File: src/rtl/rv32_div_pkg.sv
// Shared types, constants and helpers for the rv32_div divide/remainder unit.
// Optional build macro RV32_DIV_FAST_EN is consumed by rv32_div.sv.

// Fallback M-extension bit indices; the shared RV32 define header, when compiled first, takes precedence.
`ifndef MUL
`define MUL 0
`endif
`ifndef DIV
`define DIV 4
`endif
`ifndef DIVU
`define DIVU 5
`endif
`ifndef REM
`define REM 6
`endif
`ifndef REMU
`define REMU 7
`endif

package rv32_div_pkg;

    typedef enum logic [0:0] {
        ST_IDLE = 1'b0,
        ST_RUN  = 1'b1
    } div_state_e;

    localparam logic [31:0] ALL_ONES = 32'hFFFF_FFFF;
    localparam logic [31:0] INT_MIN  = 32'h8000_0000;
    localparam logic [4:0]  CNT_LAST = 5'd31;

    localparam logic [7:0] DIV_OP_MASK = (8'b1 << `DIV) | (8'b1 << `DIVU) | (8'b1 << `REM) | (8'b1 << `REMU);
    localparam logic [7:0] SIGNED_MASK = (8'b1 << `DIV) | (8'b1 << `REM);
    localparam logic [7:0] REM_MASK    = (8'b1 << `REM) | (8'b1 << `REMU);

    function automatic logic [31:0] neg32(input logic [31:0] v);
        return ~v + 32'd1;
    endfunction

    function automatic logic [31:0] mag32(input logic [31:0] v, input logic is_signed);
        return (is_signed && v[31]) ? neg32(v) : v;
    endfunction

endpackage

File: src/rtl/rv32_div_step.sv
// One restoring-division step: shift in the next dividend bit and try to subtract the divisor.

module rv32_div_step
    import rv32_div_pkg::*;
(
    input  logic [31:0] rem,
    input  logic        quo_msb,
    input  logic [31:0] dvs,
    output logic [31:0] rem_next,
    output logic        q_bit
);

    logic [33:0] trial_s;

    // Trial subtraction with headroom so the sign bit is unambiguous for any divisor.
    always_comb begin
        trial_s = {1'b0, rem, quo_msb} - {2'b00, dvs};
        if (!trial_s[33]) begin
            rem_next = trial_s[31:0];
            q_bit    = 1'b1;
        end else begin
            rem_next = {rem[30:0], quo_msb};
            q_bit    = 1'b0;
        end
    end

endmodule

File: src/rtl/rv32_div.sv
// Iterative 32-bit DIV/DIVU/REM/REMU unit with a combinational pending stall handshake.
// Build option: RV32_DIV_FAST_EN finishes divide-by-zero and signed overflow in the load cycle.

module rv32_div
    import rv32_div_pkg::*;
(
    input  logic        clk,
    input  logic        rst_n,
    input  logic [31:0] x,
    input  logic [31:0] y,
    input  logic [7:0]  MD_type,
    output logic [31:0] out,
    output logic        pending
);

    div_state_e  state_r, state_s;
    logic [4:0]  cnt_r, cnt_s;
    logic [31:0] rem_r, rem_s;
    logic [31:0] quo_r, quo_s;
    logic [31:0] dvs_r, dvs_s;
    logic        neg_quo_r, neg_quo_s;
    logic        neg_rem_r, neg_rem_s;
    logic        is_rem_r, is_rem_s;

    logic        div_op_s;
    logic        is_signed_s;
    logic        op_is_rem_s;
    logic [31:0] step_rem_s;
    logic        step_bit_s;
    logic [31:0] quo_next_s;
    logic        special_s;
    logic [31:0] special_out_s;

    assign div_op_s    = |(MD_type & DIV_OP_MASK);
    assign is_signed_s = |(MD_type & SIGNED_MASK);
    assign op_is_rem_s = |(MD_type & REM_MASK);

    rv32_div_step u_step (
        .rem      (rem_r),
        .quo_msb  (quo_r[31]),
        .dvs      (dvs_r),
        .rem_next (step_rem_s),
        .q_bit    (step_bit_s)
    );

    assign quo_next_s = {quo_r[30:0], step_bit_s};

`ifdef RV32_DIV_FAST_EN
    // Divide-by-zero and INT_MIN/-1 have closed-form results, so skip the iteration.
    always_comb begin
        if (y == 32'd0) begin
            special_s     = 1'b1;
            special_out_s = op_is_rem_s ? x : ALL_ONES;
        end else if (is_signed_s && (x == INT_MIN) && (y == ALL_ONES)) begin
            special_s     = 1'b1;
            special_out_s = op_is_rem_s ? 32'd0 : INT_MIN;
        end else begin
            special_s     = 1'b0;
            special_out_s = 32'd0;
        end
    end
`else
    assign special_s     = 1'b0;
    assign special_out_s = 32'd0;
`endif

    // Next-state, datapath update and combinational handshake outputs.
    always_comb begin
        state_s   = state_r;
        cnt_s     = cnt_r;
        rem_s     = rem_r;
        quo_s     = quo_r;
        dvs_s     = dvs_r;
        neg_quo_s = neg_quo_r;
        neg_rem_s = neg_rem_r;
        is_rem_s  = is_rem_r;
        out       = 32'd0;
        pending   = 1'b0;
        case (state_r)
            ST_IDLE: begin
                if (div_op_s && special_s) begin
                    out     = special_out_s;
                    pending = 1'b0;
                end else if (div_op_s) begin
                    pending   = 1'b1;
                    state_s   = ST_RUN;
                    cnt_s     = 5'd0;
                    rem_s     = 32'd0;
                    quo_s     = mag32(x, is_signed_s);
                    dvs_s     = mag32(y, is_signed_s);
                    // A zero divisor must yield all-ones regardless of operand signs.
                    neg_quo_s = is_signed_s & (x[31] ^ y[31]) & (y != 32'd0);
                    neg_rem_s = is_signed_s & x[31];
                    is_rem_s  = op_is_rem_s;
                end else begin
                    state_s = ST_IDLE;
                end
            end
            ST_RUN: begin
                if (!div_op_s) begin
                    state_s = ST_IDLE;
                end else begin
                    rem_s = step_rem_s;
                    quo_s = quo_next_s;
                    cnt_s = cnt_r + 5'd1;
                    if (cnt_r == CNT_LAST) begin
                        state_s = ST_IDLE;
                        pending = 1'b0;
                        if (is_rem_r) begin
                            out = neg_rem_r ? neg32(step_rem_s) : step_rem_s;
                        end else begin
                            out = neg_quo_r ? neg32(quo_next_s) : quo_next_s;
                        end
                    end else begin
                        pending = 1'b1;
                    end
                end
            end
            default: begin
                state_s = ST_IDLE;
            end
        endcase
    end

    // State and datapath registers.
    always_ff @(posedge clk or negedge rst_n) begin
        if (!rst_n) begin
            state_r   <= ST_IDLE;
            cnt_r     <= 5'd0;
            rem_r     <= 32'd0;
            quo_r     <= 32'd0;
            dvs_r     <= 32'd0;
            neg_quo_r <= 1'b0;
            neg_rem_r <= 1'b0;
            is_rem_r  <= 1'b0;
        end else begin
            state_r   <= state_s;
            cnt_r     <= cnt_s;
            rem_r     <= rem_s;
            quo_r     <= quo_s;
            dvs_r     <= dvs_s;
            neg_quo_r <= neg_quo_s;
            neg_rem_r <= neg_rem_s;
            is_rem_r  <= is_rem_s;
        end
    end

endmodule

File: config.mk
export PLATFORM = sky130hd
export DESIGN_NAME = rv32_div
export DESIGN_NICKNAME = d
export VERILOG_FILES = /design/src/rtl/rv32_div_pkg.sv /design/src/rtl/rv32_div_step.sv /design/src/rtl/rv32_div.sv
export SDC_FILE = /design/constraint.sdc
export NUM_CORES = 1
export LEC_CHECK = 0
export CORE_MARGIN = 2
export CORE_UTILIZATION = 58
export DETAILED_ROUTE_END_ITERATION = 8
export PLACE_DENSITY = 0.88
export SLEW_MARGIN = 15
export SYNTH_ARGS = -nofsm -noshare
export SYNTH_HDL_FRONTEND = slang
export SYNTH_HIERARCHICAL = 1
export SYNTH_SLANG_ARGS = --single-unit
File: constraint.sdc
create_clock -name clk -period 7.87 [get_ports clk]
set_clock_uncertainty 0.05 [all_clocks]
set_input_delay 2.361 -clock clk [delete_from_list [all_inputs] [get_ports clk]]
set_output_delay 2.361 -clock clk [all_outputs]
set_load 0.005 [all_outputs]
==> results of run 1 <==
routing by layer:
| metal | global-route usage (%) | wire length (um) | vias up |
|---|---|---|---|
| met5 | 0 | 0 | - |
| met4 | 12.2 | 845 | 0 |
| met3 | 3.58 | 1630 | 53 |
| met2 | 52.5 | 13600 | 365 |
| met1 | 42.1 | 11900 | 4628 |
| li1 | - | - | 4730 |
tightest hold or removal path, delay by kind of cell, from the launching register on:
kind	cells	cell delay, ps
AO/OA/AOI/OAI	1	60
AND/OR/NAND/NOR	1	50
flip-flops	1	340
cell families after synthesis:
kind of cell	after synthesis	synth area share [%]
AO/OA/AOI/OAI	401	25.8
adder cells (fa/ha/maj)	39	5.10
flip-flops	105	27.0
multiplexers	21	2.32
buffers and inverters	128	5.33
AND/OR/NAND/NOR	454	22.6
XOR/XNOR	132	11.9
cell type report:
type | count | area (um^2)
inverter | 59 | 221
multi-input combinational | 1047 | 6650
sequential | 105 | 2630
clock buffer | 10 | 239
tap | 220 | 275
clock inverter | 6 | 72.6
fill | 1401 | 5090
timing repair buffer | 139 | 1300
power groups by stage:
| stage | Combinational (uW) | Sequential (uW) | Clock [uW] |
|---|---|---|---|
| floorplan | 2600 | 953 | 0 |
| global placement | 3440 | 1050 | 0 |
| detailed placement | 3510 | 1070 | 0 |
| CTS | 3550 | 1060 | 486 |
| global route | 4080 | 1100 | 504 |
| finish | 3700 | 1070 | 480 |
timing repair:
item / CTS / global route
endpoints found under the hold margin: 0 / 0
setup buffers: 0 / 3
endpoints found under the setup margin: 0 / 15
gates resized for setup: 0 / 15
placed cells by master, fill, tap and decap left out, types with 5 or more instances in the layout:
cell type	count
or4_1	15
a21oi_2	5
xor2_1	80
inv_1	57
nor4_1	12
nor2b_1	6
ha_1	36
and3_1	12
o22ai_1	23
a21o_1	13
clkbuf_16	9
clkdlybuf4s50_1	101
o41ai_1	10
dfrtp_1	104
a211oi_1	13
nand3_1	19
a31oi_1	13
buf_4	38
nor3_1	29
o21ai_0	139
or2_2	10
xnor2_1	52
o21ai_1	26
mux2i_1	15
o31ai_1	26
nand2b_1	8
o21a_1	6
a21oi_1	71
nor2_1	89
nand2_1	205
o41ai_2	5
or3_1	12
nand4_1	6
a21boi_0	5
through the flow:
| step | utilization [%] | power, uW | std cells | setup WS (ps) | area (um^2) |
|---|---|---|---|---|---|
| after floorplan | - | 3550 | 1280 | 1520 | 9720 |
| after global placement | 66.7 | 4490 | 1567 | 537 | 11000 |
| after detailed placement | 66.7 | 4580 | 1567 | 524 | 11000 |
| after CTS | 68.6 | 5100 | 1583 | 111 | 11300 |
| after global routing | 69.1 | 5690 | 1586 | -16.6 | 11400 |
| final | 69.1 | 5250 | 1586 | 182 | 11400 |
state kept, by name, summed over array words and instances, names as in the netlist:
signal	cells
quo_r	32
cnt_r	5
rem_r	32
neg_quo_r	1
is_rem_r	1
state_r	1
neg_rem_r	1
dvs_r	32
final timing paths:
kind	depth (start not counted)	end	slack (ps)
max	16	out[31]	180
max in group asynchronous	2	state_r$_DFF_PN0_	4650
max reg2reg	11	rem_r[19]$_DFFE_PN0P_	4270
min in group asynchronous	1	rem_r[10]$_DFFE_PN0P_	2100
min reg2reg	2	dvs_r[17]$_DFFE_PN0P_	430
min	2	dvs_r[17]$_DFFE_PN0P_	430
==> summary.txt, run 1 <==
Die
  • Rows: 47
  • Die Y: between 100 and 150 um
  • Top-Level Pins: approximately 110
  • Width of the chip: about 130 um
  • Full die area: approximately 18000 um^2
  • Initial Utilization: roughly three fifths
  • Core box area: around 16000 um^2

Drt
  • WL/cell: between 15 and 20 um
  • DRT antenna net count: 0
  • Routed via count: 9776
  • First-pass DRT Iterations: 6
  • Drc violations: 0
  • Final WL: between 20000 and 30000 um
  • Vias per std cell: ~6.2
  • Initial drt markers: ~730

STA
  • Hold_ws: 434 ps
  • Slew @ Worst Pin: ~1100 ps
  • Final min period: 7690 ps
  • Max Slew Vio Count: 0
  • Final setup vio count: 0
  • Tcrit/Tclk final: between 90% and 100%
  • Total Neg Setup Slack: 0 ps
  • RSZ-0062 raised after global routing: true
  • Slew margin rel.: between 20% and 30%
  • Final hold violation count: 0
  • Max Freq: 0.130 GHz

Synthesis
  • Sequential area share after synthesis: a little over a quarter
  • Syn_area_per_cell: between 7 and 8 um^2
  • Post-synth EDFFs: 0
  • Commonest cells in the netlist: 206 x nand2_1, 141 x o21ai_0, 105 x dfrtp_1
  • Most frequent cell after synthesis: nand2_1
  • Area contributors post-synth: dfrtp_1 27%, nand2_1 8.0%, o21ai_0 7.3%, xor2_1 7.2%, ha_1 4.9%
  • Syn nets: 1393
  • Library cells used by synthesis: between 80 and 90
  • Synth warnings: 6
  • Synth Register Bits: roughly 110
  • Cells after Synth: 1280
  • Post-synth top area share: 27.0%
  • Area of the mapped netlist: around 9700 um^2
  • Main flop type after synthesis: dfrtp_1
  • Async set-reset flop share out of synthesis: 100%
  • Largest area contributor in the netlist: dfrtp_1

Hold path
  • Hold path startpoint: dvs_r[17]$_DFFE_PN0P_
  • Hold Crit Class: flop to flop

Clock network
  • Root Buffer: clkbuf_16
  • CTS Sinks: 105
  • CTS tree: built
  • Hold_buf cts: 0
  • CTS max path bufs: 2
  • Clk Latency, worst-skew pair: around 360 ps
  • Clk slew on worst S/H paths: approximately 70 ps
  • H-tree depth: 3
  • CTS Buf Count: 9

Power and ir drop
  • Comb pwr share: 70.5%
  • Switching power: ~2700 uW
  • LEAKAGE: around 0.0046 uW
  • Reg power frac: about a fifth
  • Internal power: roughly 2600 uW
  • Switching share of power: roughly 50%
  • Peak supply drop: between 0.2 and 0.25 mV
  • Clock power share: a little under a tenth
  • Pwr Density: 461 nW/um^2

Placement
  • # port buffers: about 100
  • Post-DP HPWL: between 20000 and 25000 um
  • Final GP Congestion: ~0.95

Global route
  • GRT Total Usage: around a third
  • Largest net degree at the start of global routing: between 100 and 150
  • Global-route wire length before repair: 45700 um
  • GR Overflow Total: 0
  • Vias in the first global route: between 9000 and 10000
  • Initial antenna violation count: 0

Status
  • Status: finished clean

Cells and area
  • Fin nets: around 1500
  • Layout cells sized above 1: 8.86%
  • # diodes: 0
  • Area growth syn-to-layout: 17.0%

Worst setup path
  • Slowest CP cell: o31ai_1
  • Crit path launch: dvs_r[1]$_DFFE_PN0P_
  • Required @ worst endpoint: between 5000 and 6000 ps
  • Worst flop-to-flop path startpoint: dvs_r[1]$_DFFE_PN0P_
  • CP endpoint kind: output port
  • Critical path's largest stage delay: 870 ps
  • WP buf/inv: 2
  • Worst-path fanout max: 5
  • Cells along the critical path: inv_1 > ha_1 > nor2b_1 > o2111a_1 > o21ai_0 > a21boi_0 > o31a_1 > o21a_1 > o31ai_1 > or4_1 > nor2_1 > nand3_1 > mux2_2 > o22a_1 > o21ai_2 > clkdlybuf4s50_1
  • Worst setup path category: flop to output port
  • CP Data Arrival Time: approximately 5300 ps
  • Startpoint Class: flop
  • Cell family with most CP delay: compound AO/OA/AOI/OAI gates

Job
  • Max cap viols: 0
(Power assumes the default switching activity.)
==> inputs of run 2 (changes only) <==
- GPL_TIMING_DRIVEN: unset -> 0
==> summary.txt, run 2 (synthesized netlist as in run 1, its figures left out) <==
Worst setup path
  • Startpoint Class: primary input
  • CP Data Arrival Time: 5310 ps
  • Critical path's largest stage delay: between 700 and 800 ps
  • CP endpoint kind: output port
  • Worst setup path category: primary input to output port
  • Cells along the critical path: clkdlybuf4s50_1 > nor4_2 > clkbuf_1 > clkbuf_1 > a21oi_1 > clkdlybuf4s50_1
  • Required @ worst endpoint: around 5500 ps
  • Reg2reg path depth: 13
  • Worst-path fanout max: 10
  • Slowest CP cell: nor4_2

STA
  • Hold_ws: 436 ps
  • Final hold violation count: 0
  • Final WS setup: between 100 and 150 ps
  • Slew @ Worst Pin: approximately 860 ps
  • Max Freq: roughly 0.13 GHz
  • Final min period: 7730 ps
  • Tcrit/Tclk final: 98.2%
  • Final setup vio count: 0
  • Max Slew Vio Count: 0
  • Slew margin rel.: 42.0%

Die
  • Core box area: ~16000 um^2
  • Die Y: around 130 um
  • Initial Utilization: just under 60%
  • Rows: between 40 and 50
  • Width of the chip: between 100 and 150 um
  • Full die area: around 18000 um^2
  • Top-Level Pins: between 100 and 150

Clock network
  • CTS max path bufs: 2
  • Setup Buffers After CTS: 0
  • Clk slew on worst S/H paths: ~80 ps
  • Root Buffer: clkbuf_16
  • H-tree depth: 3
  • CTS Sinks: about 110
  • Clk Latency, worst-skew pair: between 300 and 400 ps
  • CTS tree: built
  • CTS Buf Count: 9

Drt
  • DRT antenna net count: 0
  • Initial drt markers: just under 1000
  • Routed via count: between 10000 and 15000
  • Final WL: between 30000 and 40000 um
  • First-pass DRT Iterations: 6
  • Vias per std cell: around 6.4
  • Drc violations: 0
  • WL/cell: between 15 and 20 um

Cells and area
  • Final instance area: 11500 um^2
  • Most frequent cells in the layout: 205 x nand2_1, 133 x o21ai_0, 104 x dfrtp_1
  • Area growth syn-to-layout: 18.6%
  • Layout cells sized above 1: under 10%
  • Largest regs: dvs_r x32, quo_r x32, rem_r x32
  • Most common cell after layout, fill and taps aside: nand2_1
  • Util after Layout: between 70 and 80%
  • # diodes: 0
  • Fin nets: about 1500

Global route
  • GR Overflow Total: 0
  • Global-route wire length before repair: ~50000 um
  • Met1 Use GR: between 40% and 50%
  • M2 GR Usage: 58.3%
  • Gr busiest metal: met2
  • Largest net degree at the start of global routing: a little over 70
  • Initial antenna violation count: 0
  • GR Util met3: ~4.3%
  • Vias in the first global route: around 9500
  • GRT Total Usage: around a third

Placement
  • # port buffers: 102
  • Setup slack at placement: -138 ps
  • Post-DP HPWL: ~25000 um
  • Final GP Congestion: approximately 0.95
  • Placed instance area: roughly 11000 um^2

Hold path
  • Worst hold path depth: 2
  • Hold Crit Class: flop to flop

Power and ir drop
  • Pwr Density: ~450 nW/um^2
  • Peak supply drop: 0.220 mV
  • LEAKAGE: approximately 0.0047 uW
  • Final Power: 5240 uW

Status
  • Status: finished clean

Job
  • Max cap viols: 0
[run 2: cell count changes in the layout (fill, tap and decap cells not counted), sizes merged]
cell,previous run,this run
clkinv,1,3
dlymetal6s2s,0,2
inv,62,61
clkbuf,10,61
buf,38,19
clkdlybuf4s50,101,99
[run 2: final timing paths]
kind	from	endpoint	slack, ps
max in group asynchronous	rst_n	quo_r[31]$_DFFE_PN0P_	5240
worst min register to register	dvs_r[7]$_DFFE_PN0P_	dvs_r[7]$_DFFE_PN0P_	440
worst min-delay path	dvs_r[7]$_DFFE_PN0P_	dvs_r[7]$_DFFE_PN0P_	440
worst max register to register	rem_r[9]$_DFFE_PN0P_	rem_r[0]$_DFFE_PN0P_	4460
worst max-delay path	MD_type[4]	pending	140
min in group asynchronous	rst_n	dvs_r[10]$_DFFE_PN0P_	1850
[run 2: per-layer routing]
layer / up-vias / wire [um]
met2: 557 / 15000
met5: - / 0
met3: 111 / 2340
li1: 4798 / -
met4: 0 / 1650
met1: 4827 / 12500
[run 2: what timing repair did]
| item | CTS | global route |
|---|---|---|
| hold buffers | 0 | 0 |
| setup endpoints to repair | 8 | 21 |
| gates resized for setup | 4 | 42 |
| pin swaps | 2 | 5 |
[run 2: stage by stage]
step,std cells,TNS (ps)
floorplan,1280,0
detailed placement,1603,-138
global route,1619,-20.0
CTS,1619,0
finish,1619,0
global placement,1602,-26.7
[run 2: layout make-up]
cell class,instances,area (um^2)
sequential,105,2630
clock inverter,7,88.8
timing repair buffer,103,1050
multi-input combinational,1047,6740
clock buffer,9,225
tap,220,275
buffer,69,299
inverter,59,221
fill,1347,4930
[run 2: critical path: cells and delay by family]
kind | cells | cell delay (ps)
AND/OR/NAND/NOR | 1 | 760
AO/OA/AOI/OAI | 1 | 140
buffers and inverters | 4 | 2040
[run 2: power by group]
group	total, uW	switching, uW	internal (uW)
Sequential	1050	259	787
Clock	486	233	253
Combinational	3710	2330	1380
==> variant 1 (config.mk and constraints of run 2) <==
Change the macro `REMU` from 7 to 4.
--- a/src/rtl/rv32_div_pkg.sv
+++ b/src/rtl/rv32_div_pkg.sv
@@ -15,7 +15,7 @@
 `define REM 6
 `endif
 `ifndef REMU
-`define REMU 7
+`define REMU 4
 `endif
 
 package rv32_div_pkg;
Behaviour: not the same (a bounded check fails within 4 cycles, from zero or initial values and one cycle with rst_n low).
==> variant 1 against run 2 <==
  * Cell area shrank 0.99%
  * Utilization decreased by 0.69 points
  * Sequential cell count did not move
  * Sequential power decreased by 10%
  * Worst hold slack gained 0.0014 ns
  * Combinational power decreased by 17%
  * Critical endpoint is now out[29]
  * Routed wire length down 0.14%
  * Via count rose by 2.0%
  * Power down 14%
  * Setup slack gained 0.011 ns
  * Synthesized area decreased by 0.51%
==> variant 1: results (changes against run 2) <==
* Status: finished clean (unchanged)
* Layout clock area frac at 2.66% (was 2.72%)
* Share of layout cells above drive strength 1 at 6.50% (was 8.01%)
* WL met2 at 14400 um (was 15000 um)
* Synth top area share at 27.2% (was 27.0%)
* GR Layer Usage met3 at 6.51% (was 4.26%)
* Slew headroom at 30.1% (was 42.0%)
* GRT Util Overall at 34.7% (was 35.0%)
* Signal inverters at 58 (was 59)
* Post-synthesis xor/xnor area fraction at 11.5% (was 11.9%)
* Layout non-clock buf frac at 11.7% (about the same)
* Period utilization at 98.0% (was 98.2%)
* Placer Congestion at 1.01 (was 0.953)
* FF-to-FF setup slack at 4.60 ns (was 4.46 ns)
* Hold Slack at 0.438 ns (was 0.436 ns)
* Post-synth top cells: 216 x nand2_1, 137 x o21ai_0, 105 x dfrtp_1 (was 206 x nand2_1, 141 x o21ai_0, 105 x dfrtp_1)
* Unique masters post-synth at 79 (was 82)
* Slowest library cell on the worst path: or4_1 (was nor4_2)
* Non-clk bufs at 169 (was 172)
* Multi-input gate count at 1053 (was 1047)
* Synth Area in Adders at 5.12% (was 5.10%)
* Syn nets at 1395 (was 1393)
* Routed WL per cell at 19.4 um (about the same)
* Footprint of the multi-input gates at 6660 sq um (was 6740 sq um)
* HPWL Detailed at 24500 um (about the same)
* Vias in the first global route at 9599 (was 9477)
* FF/Latch Area at 2630 sq um (about the same)
* GR Util met2 at 55.0% (was 58.3%)
* Met1 WL at 12500 um (about the same)
* Mux share of post-synthesis cell area at 2.52% (was 2.32%)
* Via count at 10500 (was 10300)
* Total Wirelength at 31400 um (was 31500 um)
* Input/output buffers at 101 (was 102)
* # clk buffers at 10 (was 9)
* Pleak at 4.72 nW (was 4.66 nW)
==> variant 1: changes by cell type in the layout (fill, tap and decap cells not counted), sizes merged, moves of 4 or more <==
cell           run 2  this run
a21oi             76        68
nand3b             3         7
clkbuf            61        53
xor2              80        76
nand2            206       216
or3               14        19
nor2              90        82
nor3b              1         5
nor3              34        26
o21ai            167       142
nand3             19        57
buf               19        26
==> variant 1: worst paths after layout <==
| path | start | to | cells past startpoint |
|---|---|---|---|
| max | MD_type[4] | out[29] | 9 |
| min | dvs_r[20] | dvs_r[20] | 2 |
| max reg2reg | rem_r[15] | rem_r[13] | 11 |
| min reg2reg | dvs_r[20] | dvs_r[20] | 2 |
| max in group asynchronous | rst_n | dvs_r[28] | 2 |
| min in group asynchronous | rst_n | quo_r[9] | 1 |
==> variant 1: where the power goes <==
part	total [W]	internal [W]	switching, W
logic	0.00308	0.00113	0.00195
clock network	0.000479	0.000252	0.000226
registers	0.000942	0.000725	0.000217
==> variant 2 (config.mk and constraints of run 2) <==
Made on the original files. Make the reset (`rst_n`) synchronous in one clocked block.
--- a/src/rtl/rv32_div.sv
+++ b/src/rtl/rv32_div.sv
@@ -123,7 +123,7 @@
     end
 
     // State and datapath registers.
-    always_ff @(posedge clk or negedge rst_n) begin
+    always_ff @(posedge clk) begin
         if (!rst_n) begin
             state_r   <= ST_IDLE;
             cnt_r     <= 5'd0;
Behaviour: same outputs for any inputs over 10 cycles, from zero or initial values and one cycle with rst_n low; that may be too few to reach the edited logic, so the function may still have changed.
==> variant 2 against run 2 <==
  * Synthesized area rose by 0.77%
  * Power is 13% lower
  * Sequential cell count stayed put
  * Cell count increased by 4.4%
  * Cell area fell by 0.22%
  * Routed wire length up 8.0%
  * Via count grew 9.6%
  * Critical path depth up 3
  * First-iteration DRC count rose by 63%
  * Combinational power is 8.4% lower
  * Critical endpoint is now out[22]
  * Critical path type unchanged
  * Largest power group unchanged
  * Setup slack got worse by 0.078 ns
  * Non-clock buffer count rose by 19
  * Highest routed layer unchanged
==> variant 2: results (changes against run 2) <==
* R2R cell count at 11 (was 13)
* Input/output buffers at 101 (was 102)
* H-Tree Depth at 3 (unchanged)
* Synth warnings at 6 (unchanged)
* Final Net Count at 1579 (was 1507)
* Compound-Gate Fraction of Synth Area at 29.0% (was 25.8%)
* Sequential share of the synthesized area at 21.5% (was 27.0%)
* Placer Congestion at 1.01 (was 0.953)
* Largest cells by area after synthesis: dfxtp_1 21%, nand2_1 6.5%, xor2_1 6.3% (was dfrtp_1 27%, nand2_1 8.0%, o21ai_0 7.3%)
* Initial antenna violation count at 0 (unchanged)
* Routed WL per cell at 20.1 um (was 19.4 um)
* Hold Slack at 0.417 ns (was 0.436 ns)
* Pin count of the biggest net entering global routing at 21 (was 71)
* Critical path endpoint category: output port (unchanged)
* Mux share of post-synthesis cell area at 3.64% (was 2.32%)
* RR Endpoint: rem_r[2] (was rem_r[0])
* R2r startpoint: dvs_r[8] (was rem_r[9])
* Share of layout cells above drive strength 1 at 6.73% (was 8.01%)
* Drt first pass iters at 5 (was 6)
* Hold path endpoint: rem_r[31] (was dvs_r[7])
* Vias in the first global route at 10200 (was 9477)
* HP Start: rem_r[31] (was dvs_r[7])
* Status: finished clean (unchanged)
* Post-synth top cells: 170 x nand2_1, 115 x a21oi_1, 105 x dfxtp_1 (was 206 x nand2_1, 141 x o21ai_0, 105 x dfrtp_1)
* Detailed Route Iter0 Violations at 1589 (was 977)
* Via count at 11300 (was 10300)
* Post-synth ARST share at 0% (was 100%)
* FF-to-FF setup slack at 4.44 ns (was 4.46 ns)
* Worst Setup SP: MD_type[4] (unchanged)
* GRT Util Overall at 37.2% (was 35.0%)
* Fill count at 1367 (was 1347)
* Syn nets at 1464 (was 1393)
* Post-synthesis xor/xnor area fraction at 10.3% (was 11.9%)
* Pleak at 4.26 nW (was 4.66 nW)
* Arrival @ worst endpoint at 5.39 ns (was 5.31 ns)
* Main synth FF type: dfxtp_1 (was dfrtp_1)
* Post-CTS Resized at 2 (was 4)
* Worst vdd ir at 314 uV (was 220 uV)
* Unique masters post-synth at 84 (was 82)
* HPWL Detailed at 26100 um (was 24500 um)
* CP endpoint: out[22] (was pending)
* First-pass GRT wire length at 53500 um (was 49400 um)
* Synth Area in Adders at 5.06% (was 5.10%)
* Slew of the pin with the lowest slew margin at 1.10 ns (was 0.860 ns)
* Root buffer selected by CTS: clkbuf_16 (unchanged)
[variant 2: cell types whose count changed after synthesis, moves of 11 or more]
cell / before / now
a21oi_1: 73 / 115
a31oi_1: 13 / 27
dfrtp_1: 105 / 0
dfxtp_1: 0 / 105
mux2i_1: 15 / 27
nand2_1: 206 / 170
o21ai_0: 141 / 96
o21ai_1: 25 / 4
o31ai_1: 26 / 41
or3_1: 12 / 23
[variant 2: layout make-up]
cell class	instances	area [sq um]	share of cell area, %
multi-input cells	1096	7160	62.2
flip-flops and latches	105	2100	18.3
repair buffers	105	1040	9.04
plain buffers	86	395	3.43
well taps	220	275	2.39
clock buffers	10	239	2.08
inverters	63	236	2.05
clock inverters	6	63.8	0.554
[variant 2: worst max-delay path, cell delays in order]
cell and delay (ns):
clkdlybuf4s50_1 0.53, or4_1 0.60, clkbuf_1 0.29, nand2_1 0.29, clkbuf_1 0.50, nor2_1 0.08
mux2i_1 0.15, nand2_1 0.12, clkdlybuf4s50_1 0.47
[variant 2: per-layer routing]
metal	share of wire [%]	global-route usage, %	vias to the layer above
li1	-	-	5171
met1	41	51.9	5234
met2	44	57.2	767
met3	12	6.20	111
met4	3.2	14.7	0
met5	0	0	-
[variant 2: where the power goes]
part           leakage [nW]  internal [W]  total (W)  switching, W
clock network         0.146      0.000234   0.000470      0.000237
registers             0.864      0.000623   0.000716     0.0000928
logic                  3.25       0.00123    0.00340       0.00217
total                  4.26       0.00208    0.00458       0.00250
[variant 2: per-stage QoR]
step	instance area (sq um)	setup slack [ns]	instances	setup TNS, ns
5_1_grt	11500	0.00499	1691	0
6_report	11500	0.0668	1691	0
3_5_place_dp	11100	-0.0222	1672	-0.0222
2_1_floorplan	9800	1.61	1351	0
3_3_place_gp	11100	0.0447	1672	0
4_1_cts	11400	0.00612	1688	0
